--- src/rtl/adc_rx_pkg.sv ---
// Shared types and elaboration helpers for the multi-channel serial ADC receiver.
package adc_rx_pkg;

   typedef enum logic [1:0] {
      IDLE  = 2'd0,
      CONV  = 2'd1,
      QUIET = 2'd2
   } rx_state_t;

   // Width of the shared frame/quiet counter: enough to hold max(frame_len, quiet_cyc)-1.
   function automatic int cnt_width(input int frame_len, input int quiet_cyc);
      int m;
      m = (frame_len > quiet_cyc) ? frame_len : quiet_cyc;
      return (m > 1) ? $clog2(m) : 1;
   endfunction

   // Legal parameter combinations for adc_serial_rx_mc.
   function automatic bit params_ok(input int data_w, input int frame_len,
                                    input int n_ch, input int quiet_cyc);
      return (data_w >= 1) && (data_w <= frame_len) && (frame_len >= 2) &&
             (n_ch >= 1) && (quiet_cyc >= 1);
   endfunction

endpackage

--- src/rtl/adc_shift_lane.sv ---
// One serial data lane: captures sdata on the falling edge of sclk while enabled.
module adc_shift_lane #(
   parameter int FRAME_LEN = 16
) (
   input  logic                 sclk,
   input  logic                 rst,
   input  logic                 en,
   input  logic                 sdata,
   output logic [FRAME_LEN-1:0] q
);

   // MSB-first shift; never cleared between frames since each frame overwrites all bits.
   always_ff @(negedge sclk or posedge rst) begin
      if (rst)
         q <= '0;
      else if (en)
         q <= {q[FRAME_LEN-2:0], sdata};
   end

endmodule

--- src/rtl/adc_serial_rx_mc.sv ---
// Multi-channel serial SAR ADC receiver running on the ADC serial clock.
//
// state | meaning
// IDLE  | cs_n high, waiting for start or cont_mode
// CONV  | cs_n low, lanes shifting, counter 0..FRAME_LEN-1
// QUIET | cs_n high, counter 0..QUIET_CYC-1, then CONV (cont_mode) or IDLE
module adc_serial_rx_mc
   import adc_rx_pkg::*;
#(
   parameter int DATA_W    = 12,
   parameter int FRAME_LEN = 16,
   parameter int N_CH      = 2,
   parameter int QUIET_CYC = 2
) (
   input  logic                     sclk,
   input  logic                     rst,
   input  logic [N_CH-1:0]          sdata,
   input  logic                     start,
   input  logic                     cont_mode,
   input  logic                     ready,
   input  logic                     clr_ovr,
   output logic                     cs_n,
   output logic                     busy,
   output logic                     valid,
   output logic [N_CH*DATA_W-1:0]   dout,
   output logic                     overrun
);

   localparam int CNT_W = cnt_width(FRAME_LEN, QUIET_CYC);
   localparam logic [CNT_W-1:0] CONV_LAST  = CNT_W'(FRAME_LEN - 1);
   localparam logic [CNT_W-1:0] QUIET_LAST = CNT_W'(QUIET_CYC - 1);

   if (!params_ok(DATA_W, FRAME_LEN, N_CH, QUIET_CYC)) begin : g_bad_params
      $error("adc_serial_rx_mc: illegal parameter combination");
   end

   rx_state_t             state;
   rx_state_t             next_state;
   logic [CNT_W-1:0]      cnt;
   logic                  cnt_clr;
   logic                  load;
   logic                  lane_en;
   logic [FRAME_LEN-1:0]  lane_q [N_CH];
   logic [N_CH*DATA_W-1:0] lane_word;

   // State register.
   always_ff @(posedge sclk or posedge rst) begin
      if (rst)
         state <= IDLE;
      else
         state <= next_state;
   end

   // Next-state logic; start only matters in IDLE, cont_mode in IDLE and at end of QUIET.
   always_comb begin
      next_state = state;
      case (state)
         IDLE:    if (start || cont_mode) next_state = CONV;
         CONV:    if (cnt == CONV_LAST)   next_state = QUIET;
         QUIET:   if (cnt == QUIET_LAST)  next_state = cont_mode ? CONV : IDLE;
         default: next_state = IDLE;
      endcase
   end

   // Output decode: busy, frame-end load strobe and counter clear.
   always_comb begin
      busy    = (state != IDLE);
      load    = (state == CONV) && (cnt == CONV_LAST);
      cnt_clr = (state == IDLE) || (next_state != state);
   end

   // Shared phase counter, restarted on every state change.
   always_ff @(posedge sclk or posedge rst) begin
      if (rst)
         cnt <= '0;
      else if (cnt_clr)
         cnt <= '0;
      else
         cnt <= cnt + 1'b1;
   end

   // Chip select registered from the next state so it is glitch-free and aligned with CONV.
   always_ff @(posedge sclk or posedge rst) begin
      if (rst)
         cs_n <= 1'b1;
      else
         cs_n <= (next_state != CONV);
   end

   assign lane_en = ~cs_n;

   for (genvar g = 0; g < N_CH; g++) begin : g_lane
      adc_shift_lane #(
         .FRAME_LEN (FRAME_LEN)
      ) u_lane (
         .sclk  (sclk),
         .rst   (rst),
         .en    (lane_en),
         .sdata (sdata[g]),
         .q     (lane_q[g])
      );
      // Keep only the trailing DATA_W bits; leading bits of the frame are discarded.
      assign lane_word[g*DATA_W +: DATA_W] = lane_q[g][DATA_W-1:0];
   end

   // Output register and valid handshake; a load always wins over consumption.
   always_ff @(posedge sclk or posedge rst) begin
      if (rst) begin
         valid <= 1'b0;
         dout  <= '0;
      end else if (load) begin
         valid <= 1'b1;
         dout  <= lane_word;
      end else if (ready) begin
         valid <= 1'b0;
      end
   end

   // Sticky overrun: an unconsumed word overwritten by a load; set beats clear.
   always_ff @(posedge sclk or posedge rst) begin
      if (rst)
         overrun <= 1'b0;
      else if (load && valid && !ready)
         overrun <= 1'b1;
      else if (clr_ovr)
         overrun <= 1'b0;
   end

endmodule

--- config.mk ---
export PLATFORM = sky130hd
export DESIGN_NAME = adc_serial_rx_mc
export DESIGN_NICKNAME = d
export VERILOG_FILES = /design/src/rtl/adc_rx_pkg.sv /design/src/rtl/adc_shift_lane.sv /design/src/rtl/adc_serial_rx_mc.sv
export SDC_FILE = /design/constraint.sdc
export NUM_CORES = 1
export LEC_CHECK = 0
export ABC_CLOCK_PERIOD_IN_PS = 1500
export CAP_MARGIN = 20
export CORE_MARGIN = 5
export CORE_UTILIZATION = 35
export CTS_BUF_LIST = sky130_fd_sc_hd__clkbuf_2
export DETAILED_ROUTE_END_ITERATION = 7
export SLEW_MARGIN = 20
export SYNTH_ARGS = -nofsm -noshare
export SYNTH_HDL_FRONTEND = slang
export SYNTH_HIERARCHICAL = 1
export SYNTH_SLANG_ARGS = --single-unit
--- constraint.sdc ---
create_clock -name sclk -period 1.5 [get_ports sclk]
set_input_delay 0.375 -clock sclk [delete_from_list [all_inputs] [get_ports sclk]]
set_output_delay 0.375 -clock sclk [all_outputs]
set_load 0.05 [all_outputs]
### After elaboration in Yosys (flattened, before gate mapping)

Cells that the tools add are included.

* logic and storage cells: 35
* flip-flop bits (word level): 57
* output and inout bits: 28
* bits of input ports: 8

* mux-type cells: 10
* equal/unequal tests: 6
* reductions and logical operators: 10
* add/sub/neg operators: 1

Operator list (number)
* 2-to-1 mux 2 bit: 3
* case mux 2 bit (3 select lines): 1
* nonzero test 2 bit: 3
* 2-to-1 mux 1 bit: 5
* adder 4 x 1 -> 4 bit (second input constant): 1
* == test 4 x 1 -> 1 bit (second input constant): 1
* == test 4 bit (second input constant): 1
* 2-to-1 mux 4 bit: 1
* logical AND 1 bit: 3
* == test 2 x 1 -> 1 bit (second input constant): 1
* == test 2 bit (second input constant): 1
* logical NOT 2 bit: 1
* logical OR 1 bit: 2
* != test 2 x 1 -> 1 bit (second input constant): 1
* != test 2 bit: 1
* logical NOT 1 bit: 1

### Longest topological paths before layout

Gate-level depths: netlist (run 1).

* depth after elaboration: 6
* depth in mapped cells: 6

### Hierarchy

Netlist (run 1), hierarchy kept.

Modules (own cells, without submodules)
* adc_serial_rx_mc: cells an instance 94, times used 1, area each 1451.4 µm², sequential area each 827.0 µm²
* adc_shift_lane: cells an instance 35, times used 2, area each 653.1 µm², sequential area each 400.4 µm²

==> results.cfg, run 1 <==
[synthesis]
synth_cells = 148
syn_nets = 158
avgSynthCellArea_sq_um = 16.5
synth_warnings = 6
syn_area_sq_um = 2440

[drt]
routed_via_density = 4.18
wl_per_cell_um = 13.3
wl_mm = 4.61
postRouteAntennaNets = 0
drc = 0
first_pass_iters = 3
vias = 1447
detail_route.iter0.violations = 38

[global_route]
grt_pass1_wl_mm = 7.69
grt_pass1_vias = 1538
grt_max_degree = 18
grt_overflow = 0
grt_antenna_before_repair = 0
globalRouteTotalUtil_pct = 11.7

[worst_setup_path]
crit_required_ns = 1.00
critPathSlowestCell = dfstp_2
criticalPathCategory = reg2reg
cp.arrival_ns = 1.52
crit_family = flip-flops
startpoint = cs_n$_DFF_PP1_
worst_path_largest_cell_delay_ns = 0.59
crit_fanout = 8
cp.depth = 3
startpoint_type = flip-flop
path_buf_inv = 2
r2r-start = cs_n$_DFF_PP1_
endpoint_kind = flip-flop
rr_worst_depth = 3
path_cells = inv_4, buf_12, mux2_4

[power]
total_power_mw = 9.65
intPower_mw = 6.15
share_seq_of_total_power_pct = 30.5
swShare_pct = 36.2
comb_power_share_pct = 57.4
power.leakage_nw = 1.81
powerDensity_nw_per_um2 = 2520
pwr-share-clk_pct = 12.2
switchingPower_mw = 3.49
ir_drop_v = 0.00145

[sta]
fin_setup_tns_ns = -12.90
setup_viol = 31
maxSlewViolCount = 0
finClkSkew_ns = 0.0721
hold_ws_ns = 0.288
rsz0062_at_grt = yes
max_slew_margin_pct = 83.1
setup_ws_ns = -0.515
tightest_slew_ns = 0.254
finalHoldViolations = 0

[layout]
final_common_cell = buf_4
syn2layout_area_growth_pct = 56.3
register_area_sq_um = 1430
multi_input_area_sq_um = 952
antennaDiodeCount = 0
mostFrequentLayoutCells = 48 x buf_4, 38 x mux2_4, 31 x dfrtp_1, 31 x buf_12, 24 x dfrtn_1
drive_gt1_share_pct = 64.8
fillers = 545
post-route-util_pct = 56.3
final_cell_count_no_fill = 346
final_nets = 255

[floorplanning]
rows = 30
start_util_pct = 36.0
ios = 36
fp.dieArea_sq_um = 8760
fp.dieH_um = 93.6
die_w_um = 93.6
core_sq_um = 6790

[clock_tree]
cts_max_level = 3
cts.sinks = 57
insertion_delay_ns = 0.46
cts_root_buf = clkbuf_2
cts_inserted_buffers = 9
cts.path.max_buffers = 2
path_clk_slew_ns = 0.19
cts_tree = yes

[job]
cap_violations = 0

[place]
dpl.hpwl_mm = 3.13
place_inst = 308
portBuffers = 35
gp_congestion = 0.758

[status]
violations = negative setup slack
outcome = finished, violations left

[min_path]
hp-class = in2async
## per-stage QoR
stage          area, sq um  setup WS [ns]
3_5_place_dp          3400         -0.472
4_1_cts               3760         -0.526
3_3_place_gp          3400         -0.469
2_1_floorplan         2450         -0.711
5_1_grt               3820         -0.556
6_report              3820         -0.515
## path summary, 6_finish.rpt
check,endpoint,slack (ns)
min reg2reg,g_lane[1].u_lane/q[11]$_DFFE_NP0P_,0.47
max,g_lane[0].u_lane/q[9]$_DFFE_NP0P_,-0.52
max in group asynchronous,g_lane[0].u_lane/q[3]$_DFFE_NP0P_,0.37
min,dout[13]$_DFFE_PP0P_,0.29
max reg2reg,g_lane[0].u_lane/q[9]$_DFFE_NP0P_,-0.52
min in group sclk,overrun$_DFFE_PP0P_,0.46
## layer usage
layer	track usage (%)	vias up	wire length, um
met5	0	-	0
met4	5.42	0	66
met3	3.46	8	164
met2	17.7	27	2150
met1	15.4	709	2230
li1	-	703	-
## flip-flops by register name, summed over array words and instances (netlist names)
signal and flops:
dout 24, cs_n 1, state 2, g_lane.u_lane/q 24
cnt 4, valid 1, overrun 1
## repair_timing
item,CTS,global route
endpoints found under the setup margin,60,82
gates cloned,2,0
hold buffers,0,0
pin swaps,1,5
setup buffers,14,9
gates resized for setup,15,11
## final cells by class
cell class                      instances  share of cell area, %
Timing Repair Buffer                   93                   30.2
Clock inverter                          7                   2.45
Sequential cell                        57                   37.4
Clock buffer                            9                   1.18
Tap cell                               96                   3.14
Multi-Input combinational cell         77                   24.9
Inverter                                7                  0.753
## power groups by stage
stage | clock (mW) | combinational [mW] | sequential, mW
2_1_floorplan | 0 | 1.63 | 3.96
3_3_place_gp | 0 | 4.97 | 2.95
3_5_place_dp | 0 | 5.05 | 2.96
4_1_cts | 1.21 | 5.43 | 2.94
5_1_grt | 1.27 | 5.81 | 3.05
6_report | 1.17 | 5.54 | 2.94
## worst register-to-register path, delay by kind of cell, from the launching register on
| family | cells | cell delay, ns |
|---|---|---|
| buf+inv | 2 | 0.19 |
| flops | 1 | 0.59 |
| mux | 1 | 0.29 |
No activity file was read; power rests on OpenSTA's default activity.
==> inputs of run 2 (changes only) <==
Settings changed: SYNTH_HIERARCHICAL 1 to not set.
==> results.cfg, run 2 <==
[synthesis]
synthArstFlopShare_pct = 100
avgSynthCellArea_sq_um = 15.8
synthFlopType = dfrtp_1
yosysMostFrequentCell = mux2_2
synth-seq-cells = 57
syn_area_sq_um = 2270
yosysTopAreaCellShare_pct = 35.3
syn_nets = 154
yosysUniqueCellTypes = 29
synthTopCellsByArea = dfrtp_1 35%, dfrtn_1 26%, mux2_2 20%
synth_cells = 144
ys_top_cells_by_count = 40 x mux2_2, 32 x dfrtp_1, 24 x dfrtn_1
yosysTopAreaCell = dfrtp_1
synth_warnings = 0
synth_edf_count = 0
seq_area_frac_synth_pct = 62.9

[layout]
final_common_cell = mux2_4
post-route-util_pct = 59.3
fillers = 490
top_regs = dout (24), g_lane.u_lane.q (24), cnt (4)
multi_input_area_sq_um = 992
final_nets = 244
drive_gt1_share_pct = 64.4
antennaDiodeCount = 0
syn2layout_area_growth_pct = 64.8
register_area_sq_um = 1430
mostFrequentLayoutCells = 47 x mux2_4, 35 x buf_4, 33 x buf_12, 32 x dfrtp_1, 24 x dfrtn_1

[floorplanning]
fp.dieH_um = 90.6
rows = 29
fp.dieArea_sq_um = 8200
die_w_um = 90.6
core_sq_um = 6310
start_util_pct = 36.0
ios = 36

[drt]
wl_per_cell_um = 14.6
postRouteAntennaNets = 0
routed_via_density = 4.58
first_pass_iters = 3
detail_route.iter0.violations = 54
drc = 0
wl_mm = 4.62
vias = 1446

[power]
comb_power_share_pct = 59.3
switchingPower_mw = 3.49
power.leakage_nw = 1.79
share_seq_of_total_power_pct = 32.2
ir_drop_v = 0.00133
intPower_mw = 5.75
pwr-share-clk_pct = 8.5
powerDensity_nw_per_um2 = 2470
swShare_pct = 37.8

[sta]
hold_ws_ns = 0.130
max_slew_margin_pct = 82.4
finalHoldViolations = 0
setup_ws_ns = -0.573
setup_viol = 35
maxSlewViolCount = 0
finClkSkew_ns = 0.0784
tightest_slew_ns = 0.264
fin_setup_tns_ns = -13.97
rsz0062_at_grt = yes

[global_route]
grt_overflow = 0
grt_max_degree = 18
grt_pass1_wl_mm = 7.94
globalRouteTotalUtil_pct = 12.1
grt_antenna_before_repair = 0
grt_pass1_vias = 1645

[clock_tree]
cts_root_buf = clkbuf_2
cts_hold_buf = 0
insertion_delay_ns = 0.48
cts.sinks = 57
cts_max_level = 3
cts_tree = yes
path_clk_slew_ns = 0.17
cts_inserted_buffers = 9
cts.path.max_buffers = 2

[worst_setup_path]
r2r-start = cs_n$_DFF_PP1_
crit_fanout = 16
criticalPathCategory = reg2reg
cp-endpoint = g_lane[0].u_lane.q[0]$_DFFE_NP0N_
cp.arrival_ns = 1.58
r2r_end = g_lane[0].u_lane.q[0]$_DFFE_NP0N_
rr_worst_depth = 2
r2r_slack_ns = -0.57
crit_required_ns = 1.01
endpoint_kind = flip-flop
startpoint_type = flip-flop
startpoint = cs_n$_DFF_PP1_

[job]
cap_violations = 0

[place]
portBuffers = 35
dpl.hpwl_mm = 3.11
post-place-ws_ns = -0.481
gp_congestion = 0.736

[min_path]
hp-class = in2async

[status]
outcome = finished, violations left
violations = negative setup slack
[run 2: cell count changes in the layout (fill, tap and decap cells not counted), moves of 2 or more]
cell / previous run / this run
buf_4: 48 / 35
mux2_2: 10 / 1
clkinv_2: 1 / 4
buf_12: 31 / 33
mux2_4: 38 / 47
inv_1: 5 / 3
buf_6: 4 / 8
bufinv_16: 2 / 0
clkinvlp_4: 1 / 3
[run 2: final cells by class]
class | instances | area share, %
inverters | 4 | 0.501
flip-flops and latches | 57 | 38.1
clock inverters | 6 | 0.936
well taps | 77 | 2.57
repair buffers | 85 | 30.0
multi-input cells | 77 | 26.5
clock buffers | 10 | 1.34
[run 2: cells by family (layout without fill, tap and decap cells)]
family | after synthesis | count (layout) | synth area share [%]
AO/OA/AOI/OAI | 7 | 7 | 2.15
XOR/XNOR | 2 | 2 | 0.771
adder cells (fa/ha/maj) | 2 | 2 | 1.10
buffers and inverters | 10 | 105 | 2.86
flip-flops | 57 | 57 | 62.9
multiplexers | 48 | 48 | 25.1
AND/OR/NAND/NOR | 18 | 18 | 5.12
[run 2: layer usage]
metal / vias up / track usage, % / wire length, um
li1: 681 / - / -
met1: 718 / 14.7 / 1980
met2: 33 / 18.6 / 2280
met3: 14 / 4.17 / 220
met4: 0 / 7.20 / 150
met5: - / 0 / 0
[run 2: worst min-delay path by stage]
stage / start / to / slack [ns] / depth (start not counted)
floorplan: g_lane[0].u_lane.q[11]$_DFFE_NP0N_ / g_lane[0].u_lane.q[11]$_DFFE_NP0N_ / 0.44 / 1
global placement: g_lane[0].u_lane.q[11]$_DFFE_NP0N_ / g_lane[0].u_lane.q[11]$_DFFE_NP0N_ / 0.46 / 1
detailed placement: g_lane[0].u_lane.q[11]$_DFFE_NP0N_ / g_lane[0].u_lane.q[11]$_DFFE_NP0N_ / 0.45 / 1
CTS: rst / dout[0]$_DFFE_PP0P_ / 0.09 / 2
global route: rst / dout[0]$_DFFE_PP0P_ / 0.09 / 2
finish: rst / dout[0]$_DFFE_PP0P_ / 0.13 / 2
[run 2: worst max-delay path, stage by stage, from the launching register on]
cell     delay (ns)
dfstp_2        0.61
buf_12         0.18
mux2_4         0.31
[run 2: power by group through the flow]
stage	logic [mW]	clock network, mW	registers, mW
5_1_grt	5.72	0.896	3.09
3_3_place_gp	4.83	0	2.94
6_report	5.48	0.781	2.98
4_1_cts	5.27	0.812	2.97
2_1_floorplan	1.52	0	3.95
3_5_place_dp	4.92	0	2.99
[run 2: what timing repair did]
| item | CTS | global route |
|---|---|---|
| pin swaps | 1 | 3 |
| setup endpoints to repair | 54 | 74 |
| gates cloned | 1 | 1 |
| gates resized for setup | 19 | 23 |
| setup buffers | 14 | 5 |
[run 2: stage by stage]
step	std cells	total power, mW	area (sq um)
2_1_floorplan	144	5.47	2380
3_3_place_gp	282	7.78	3320
3_5_place_dp	282	7.91	3320
4_1_cts	313	9.05	3630
5_1_grt	316	9.70	3740
6_report	316	9.24	3740
==> variant 1, RTL diff (flow settings as in run 1) <==
`FRAME_LEN` is set to 16 in 2 places; all go to 32.
--- a/src/rtl/adc_shift_lane.sv
+++ b/src/rtl/adc_shift_lane.sv
@@ -1,6 +1,6 @@
 // One serial data lane: captures sdata on the falling edge of sclk while enabled.
 module adc_shift_lane #(
-   parameter int FRAME_LEN = 16
+   parameter int FRAME_LEN = 32
 ) (
    input  logic                 sclk,
    input  logic                 rst,
--- a/src/rtl/adc_serial_rx_mc.sv
+++ b/src/rtl/adc_serial_rx_mc.sv
@@ -8,7 +8,7 @@
    import adc_rx_pkg::*;
 #(
    parameter int DATA_W    = 12,
-   parameter int FRAME_LEN = 16,
+   parameter int FRAME_LEN = 32,
    parameter int N_CH      = 2,
    parameter int QUIET_CYC = 2
 ) (
Function: not checked (the comparison handles one clock edge and no latches or derived clocks); the edit may change what the design does.
==> variant 1 against run 1 <==
The run still ends with setup timing left; wire length is 6.5% higher; highest routed layer unchanged; area after synthesis fell by 0.77%; final cell count decreased by 6.6%; via count up 3.2%; total power shrank 27%; setup slack lost 23 ps; sequential cell count rose by 1; largest power group unchanged; critical path type unchanged; global-route usage grew 0.85 points; first-iteration DRC count down 5.3%; cell area rose by 1.5%.
==> variant 1: results (changes against run 1) <==
| Metric | Value |
|---|---|
| Metal3 WL | `282 µm (+72%)` |
| Placer Congestion | `0.713 (-5.9%)` |
| Post-DR wirelength/cell | `15.2 µm (+14%)` |
| Syn nets | `160 (+1.3%)` |
| Biggest regs | `dout: 24 flops, g_lane.u_lane/q: 24 flops, cnt: 5 flops` |
| Routed wire length | `4.91 mm (+6.5%)` |
| First DRT Iteration DRCs | `36 (-5.3%)` |
| DP HPWL | `3.34 mm (+6.7%)` |
| DRT Pass-1 Iters | `4 (+1)` |
| Clock Skew | `72.2 ps (+0.157 ps)` |
| Max clock buf depth | `2 (unchanged)` |
| Final hold slack | `301 ps (+13.3 ps)` |
| Setup slack after layout | `-539 ps (-23.1 ps)` |
| Routed met2 length | `2.49 mm (+15%)` |
| Clock Root Buffer | `clkbuf_2` |
| Vias in the first global route | `1707 (+11%)` |
| RR Endpoint | `g_lane[0].u_lane/q[0]$_DFFE_NP0P_` |
| Sw Share | `0.313 (-0.0492)` |
| Status | `complete, but fails checks` |
| Fin nets | `249 (-2.4%)` |
| Met1 Wirelength | `2.09 mm (-6.2%)` |
| Failing checks | `setup timing` |
| Slew margin rel. | `0.814 (-0.0170)` |
| Leak Pwr | `1.97 nW (+8.6%)` |
| Post-Place Cells | `292 (-5.2%)` |
| HP Class | `in -> async` |
| CTS resizes | `20 (+5)` |
| CP max stage cell | `dfstp_2` |
| # setup viols final | `60 (+94%)` |
| Max stage delay on crit path | `580 ps` |
| Sequential power share | `0.351 (+0.046)` |
| Met2 Use GR | `0.200 (+0.0232)` |
| Critical path endpoint | `g_lane[0].u_lane/q[0]$_DFFE_NP0P_` |
| GR met1 Demand/Resource | `0.154 (-0.000432)` |
| Share of layout cells above drive strength 1 | `0.675 (+0.0269)` |
| Largest net degree at the start of global routing | `21 (+3)` |
| Total Routing Usage GR | `0.126 (+0.00851)` |
| Post-CTS Setup Inserts | `11 (-3)` |
| Clock transition at path regs | `170 ps (-20 ps)` |
| Comb. pwr | `3.27 mW (-41%)` |
| Peak supply drop | `943 µV (-35%)` |
| GRT met3 Usage | `0.0483 (+0.0137)` |
| Diodes inserted | `0 (unchanged)` |
| Post-Syn Instances | `149 (+0.68%)` |
| First-pass GRT wire length | `8.41 mm (+9.4%)` |
| PD cells | `1810 nW/µm² (-28%)` |
[variant 1: cell types whose count changed in the layout (fill, tap and decap cells not counted), moves of 6 or more]
cell    before  now
buf_4       48   35
mux2_2      10    2
mux2_4      38   46
buf_6        4   10
[variant 1: final cells by class]
| class | instances | area (µm²) |
|---|---|---|
| inverters | 7 | 31.3 |
| clock inverters | 6 | 105 |
| fillers | 537 | 2880 |
| clock buffers | 10 | 50.0 |
| flip-flops and latches | 58 | 1450 |
| repair buffers | 87 | 1150 |
| multi-input cells | 75 | 992 |
| well taps | 80 | 100 |
[variant 1: metrics by stage]
| step | setup slack [ps] | util | cell area (µm²) | TNS (ps) |
|---|---|---|---|---|
| CTS | -553 | 0.569 | 3840 | -23640 |
| global placement | -444 | 0.516 | 3490 | -17830 |
| floorplan | -719 | - | 2560 | -21030 |
| detailed placement | -458 | 0.516 | 3490 | -19540 |
| global route | -569 | 0.574 | 3880 | -25230 |
| finish | -539 | 0.574 | 3880 | -22080 |
==> variant 2, RTL diff (config.mk and constraints of run 1) <==
Without the edit above. Register the output `overrun` once more, with the module's reset; this adds one clock of latency there. The other outputs are not delayed to match.
--- a/src/rtl/adc_serial_rx_mc.sv
+++ b/src/rtl/adc_serial_rx_mc.sv
@@ -29,6 +29,8 @@
    localparam int CNT_W = cnt_width(FRAME_LEN, QUIET_CYC);
    localparam logic [CNT_W-1:0] CONV_LAST  = CNT_W'(FRAME_LEN - 1);
    localparam logic [CNT_W-1:0] QUIET_LAST = CNT_W'(QUIET_CYC - 1);
+
+   logic overrun_s0;
 
    if (!params_ok(DATA_W, FRAME_LEN, N_CH, QUIET_CYC)) begin : g_bad_params
       $error("adc_serial_rx_mc: illegal parameter combination");
@@ -119,11 +121,19 @@
    // Sticky overrun: an unconsumed word overwritten by a load; set beats clear.
    always_ff @(posedge sclk or posedge rst) begin
       if (rst)
-         overrun <= 1'b0;
+         overrun_s0 <= 1'b0;
       else if (load && valid && !ready)
-         overrun <= 1'b1;
+         overrun_s0 <= 1'b1;
       else if (clr_ovr)
-         overrun <= 1'b0;
+         overrun_s0 <= 1'b0;
+   end
+
+   always_ff @(posedge sclk or posedge rst) begin
+      if (rst) begin
+         overrun <= '0;
+      end else begin
+         overrun <= overrun_s0;
+      end
    end
 
 endmodule
Function: not checked (the comparison handles one clock edge and no latches or derived clocks); the edit may change what the design does.
==> variant 2 against run 1 <==
The flow still finishes with violations (setup timing); wire length rose by 3.6%; total power fell by 2.8%; setup slack got worse by 9.6 ps; sequential cell count rose by 1; non-clock buffer count fell by 13; area after synthesis rose by 1.0%; cell area fell by 1.8%; critical endpoint is now g_lane[0].u_lane/q[5]$_DFFE_NP0P_; largest cell class unchanged; highest routed layer unchanged.
==> variant 2: results (changes against run 1) <==
| Metric | Value |
|---|---|
| Vias in the first global route | `1529 (-0.59%)` |
| Biggest regs | `dout: 24 flops, g_lane.u_lane/q: 24 flops, cnt: 4 flops` |
| Filler instances | `570 (+4.6%)` |
| Clock transition at path regs | `170 ps (-20 ps)` |
| YS warnings | `6 (unchanged)` |
| Peak supply drop | `1380 µV (-4.9%)` |
| Area of the multi-input gates | `926 µm² (-2.8%)` |
| Placer Congestion | `0.785 (+3.6%)` |
| HP Class | `in -> async` |
| DP HPWL | `3.02 mm (-3.4%)` |
| CP max stage cell | `dfstp_2` |
| CP arrival | `1520 ps (about the same)` |
| Via count | `1435 (-0.83%)` |
| Failing checks | `setup timing` |
| Largest net degree at the start of global routing | `35 (+17)` |
| Antenna violations before repair | `0 (unchanged)` |
| Clock Skew | `72.8 ps (+0.759 ps)` |
| Placed inst area | `3430 µm² (+0.66%)` |
| Fin nets | `243 (-4.7%)` |
| Critical path class | `reg -> reg` |
| Post-Syn Instances | `149 (+0.68%)` |
| Post-DR wirelength/cell | `14.3 µm (+7.4%)` |
| Setup slack after layout | `-525 ps (-9.58 ps)` |
| Crit-path max FO | `12 (+4)` |
| DRT Pass-1 Iters | `4 (+1)` |
| Total Routing Usage GR | `0.114 (-0.00333)` |
| Critical path endpoint | `g_lane[0].u_lane/q[5]$_DFFE_NP0P_` |
| Leak Pwr | `1.78 nW (-1.9%)` |
| First DRT Iteration DRCs | `26 (-32%)` |
| Routed wire length | `4.78 mm (+3.6%)` |
| Insertion delay to the later sink of the worst-skew pair | `460 ps (about the same)` |
| # setup viols final | `34 (+9.7%)` |
| Post-Place Cells | `307 (-0.32%)` |
| Num CTS Buffers | `9 (unchanged)` |
| Slew margin rel. | `0.848 (+0.0175)` |
| Max clock buf depth | `2 (unchanged)` |
| H-tree depth | `3 (unchanged)` |
| Diodes inserted | `0 (unchanged)` |
| Max stage delay on crit path | `580 ps` |
| Clock Root Buffer | `clkbuf_2` |
| Syn nets | `159 (+0.63%)` |
| First-pass GRT wire length | `7.55 mm (-1.8%)` |
| Status | `complete, but fails checks` |
| Pre-CTS WS | `-458 ps (+14.0 ps)` |
| Kind of cell adding the most delay to the critical path | `flip-flops` |
| Share of layout cells above drive strength 1 | `0.609 (-0.0388)` |
| PortBufs | `35 (unchanged)` |
| Reg2reg path depth | `3 (unchanged)` |
| Sw Share | `0.361 (-0.00106)` |
| R2r startpoint | `cs_n$_DFF_PP1_` |
==> variant 2: worst reg2reg max path, stage by stage, from the launching register on <==
cell and delay, ps:
dfstp_2 580, inv_4 50, buf_12 140, mux2_4 300
==> variant 2: metal layers <==
metal | wire, µm | vias up | track usage
met5 | 0 | - | 0
met4 | 46 | 0 | 0.0469
met3 | 177 | 6 | 0.0409
met2 | 2270 | 30 | 0.171
met1 | 2280 | 721 | 0.148
li1 | - | 678 | -
==> variant 2: power by group through the flow <==
stage / Combinational (mW) / Sequential (mW) / Clock [mW]
floorplan: 1.63 / 3.99 / 0
global placement: 4.96 / 2.98 / 0
CTS: 5.14 / 2.97 / 1.15
detailed placement: 5.03 / 2.99 / 0
global route: 5.49 / 3.08 / 1.23
finish: 5.27 / 2.99 / 1.12
==> variant 2: repair_timing <==
action,in CTS,in global routing
endpoints found under the hold margin,0,0
setup endpoints to repair,31,73
pin swaps,1,1
setup buffers,2,7
gates cloned,1,1
resized for setup,6,10
==> variant 2: worst min path at each step <==
stage	from	to	slack [ps]	cells past startpoint
floorplan	overrun_s0$_DFFE_PP0P_	overrun$_DFF_PP0_	350	0
global placement	overrun_s0$_DFFE_PP0P_	overrun$_DFF_PP0_	360	0
detailed placement	overrun_s0$_DFFE_PP0P_	overrun$_DFF_PP0_	370	0
CTS	rst	dout[19]$_DFFE_PP0P_	290	3
global route	rst	dout[8]$_DFFE_PP0P_	280	3
finish	rst	dout[19]$_DFFE_PP0P_	310	3
==> variant 2: cell type report <==
cell class	count	share of cell area
Clock buffer	12	0.0160
Clock inverter	4	0.0180
Inverter	7	0.00767
Multi-Input combinational cell	77	0.247
Sequential cell	58	0.387
Tap cell	96	0.0320
Timing Repair Buffer	80	0.292
==> variant 2: through the flow <==
stage               hold slack, ps  TNS (ps)
floorplan                      354    -15480
global placement               360    -10960
detailed placement             366    -11120
CTS                            286    -13570
global route                   284    -15010
finish                         307    -12600
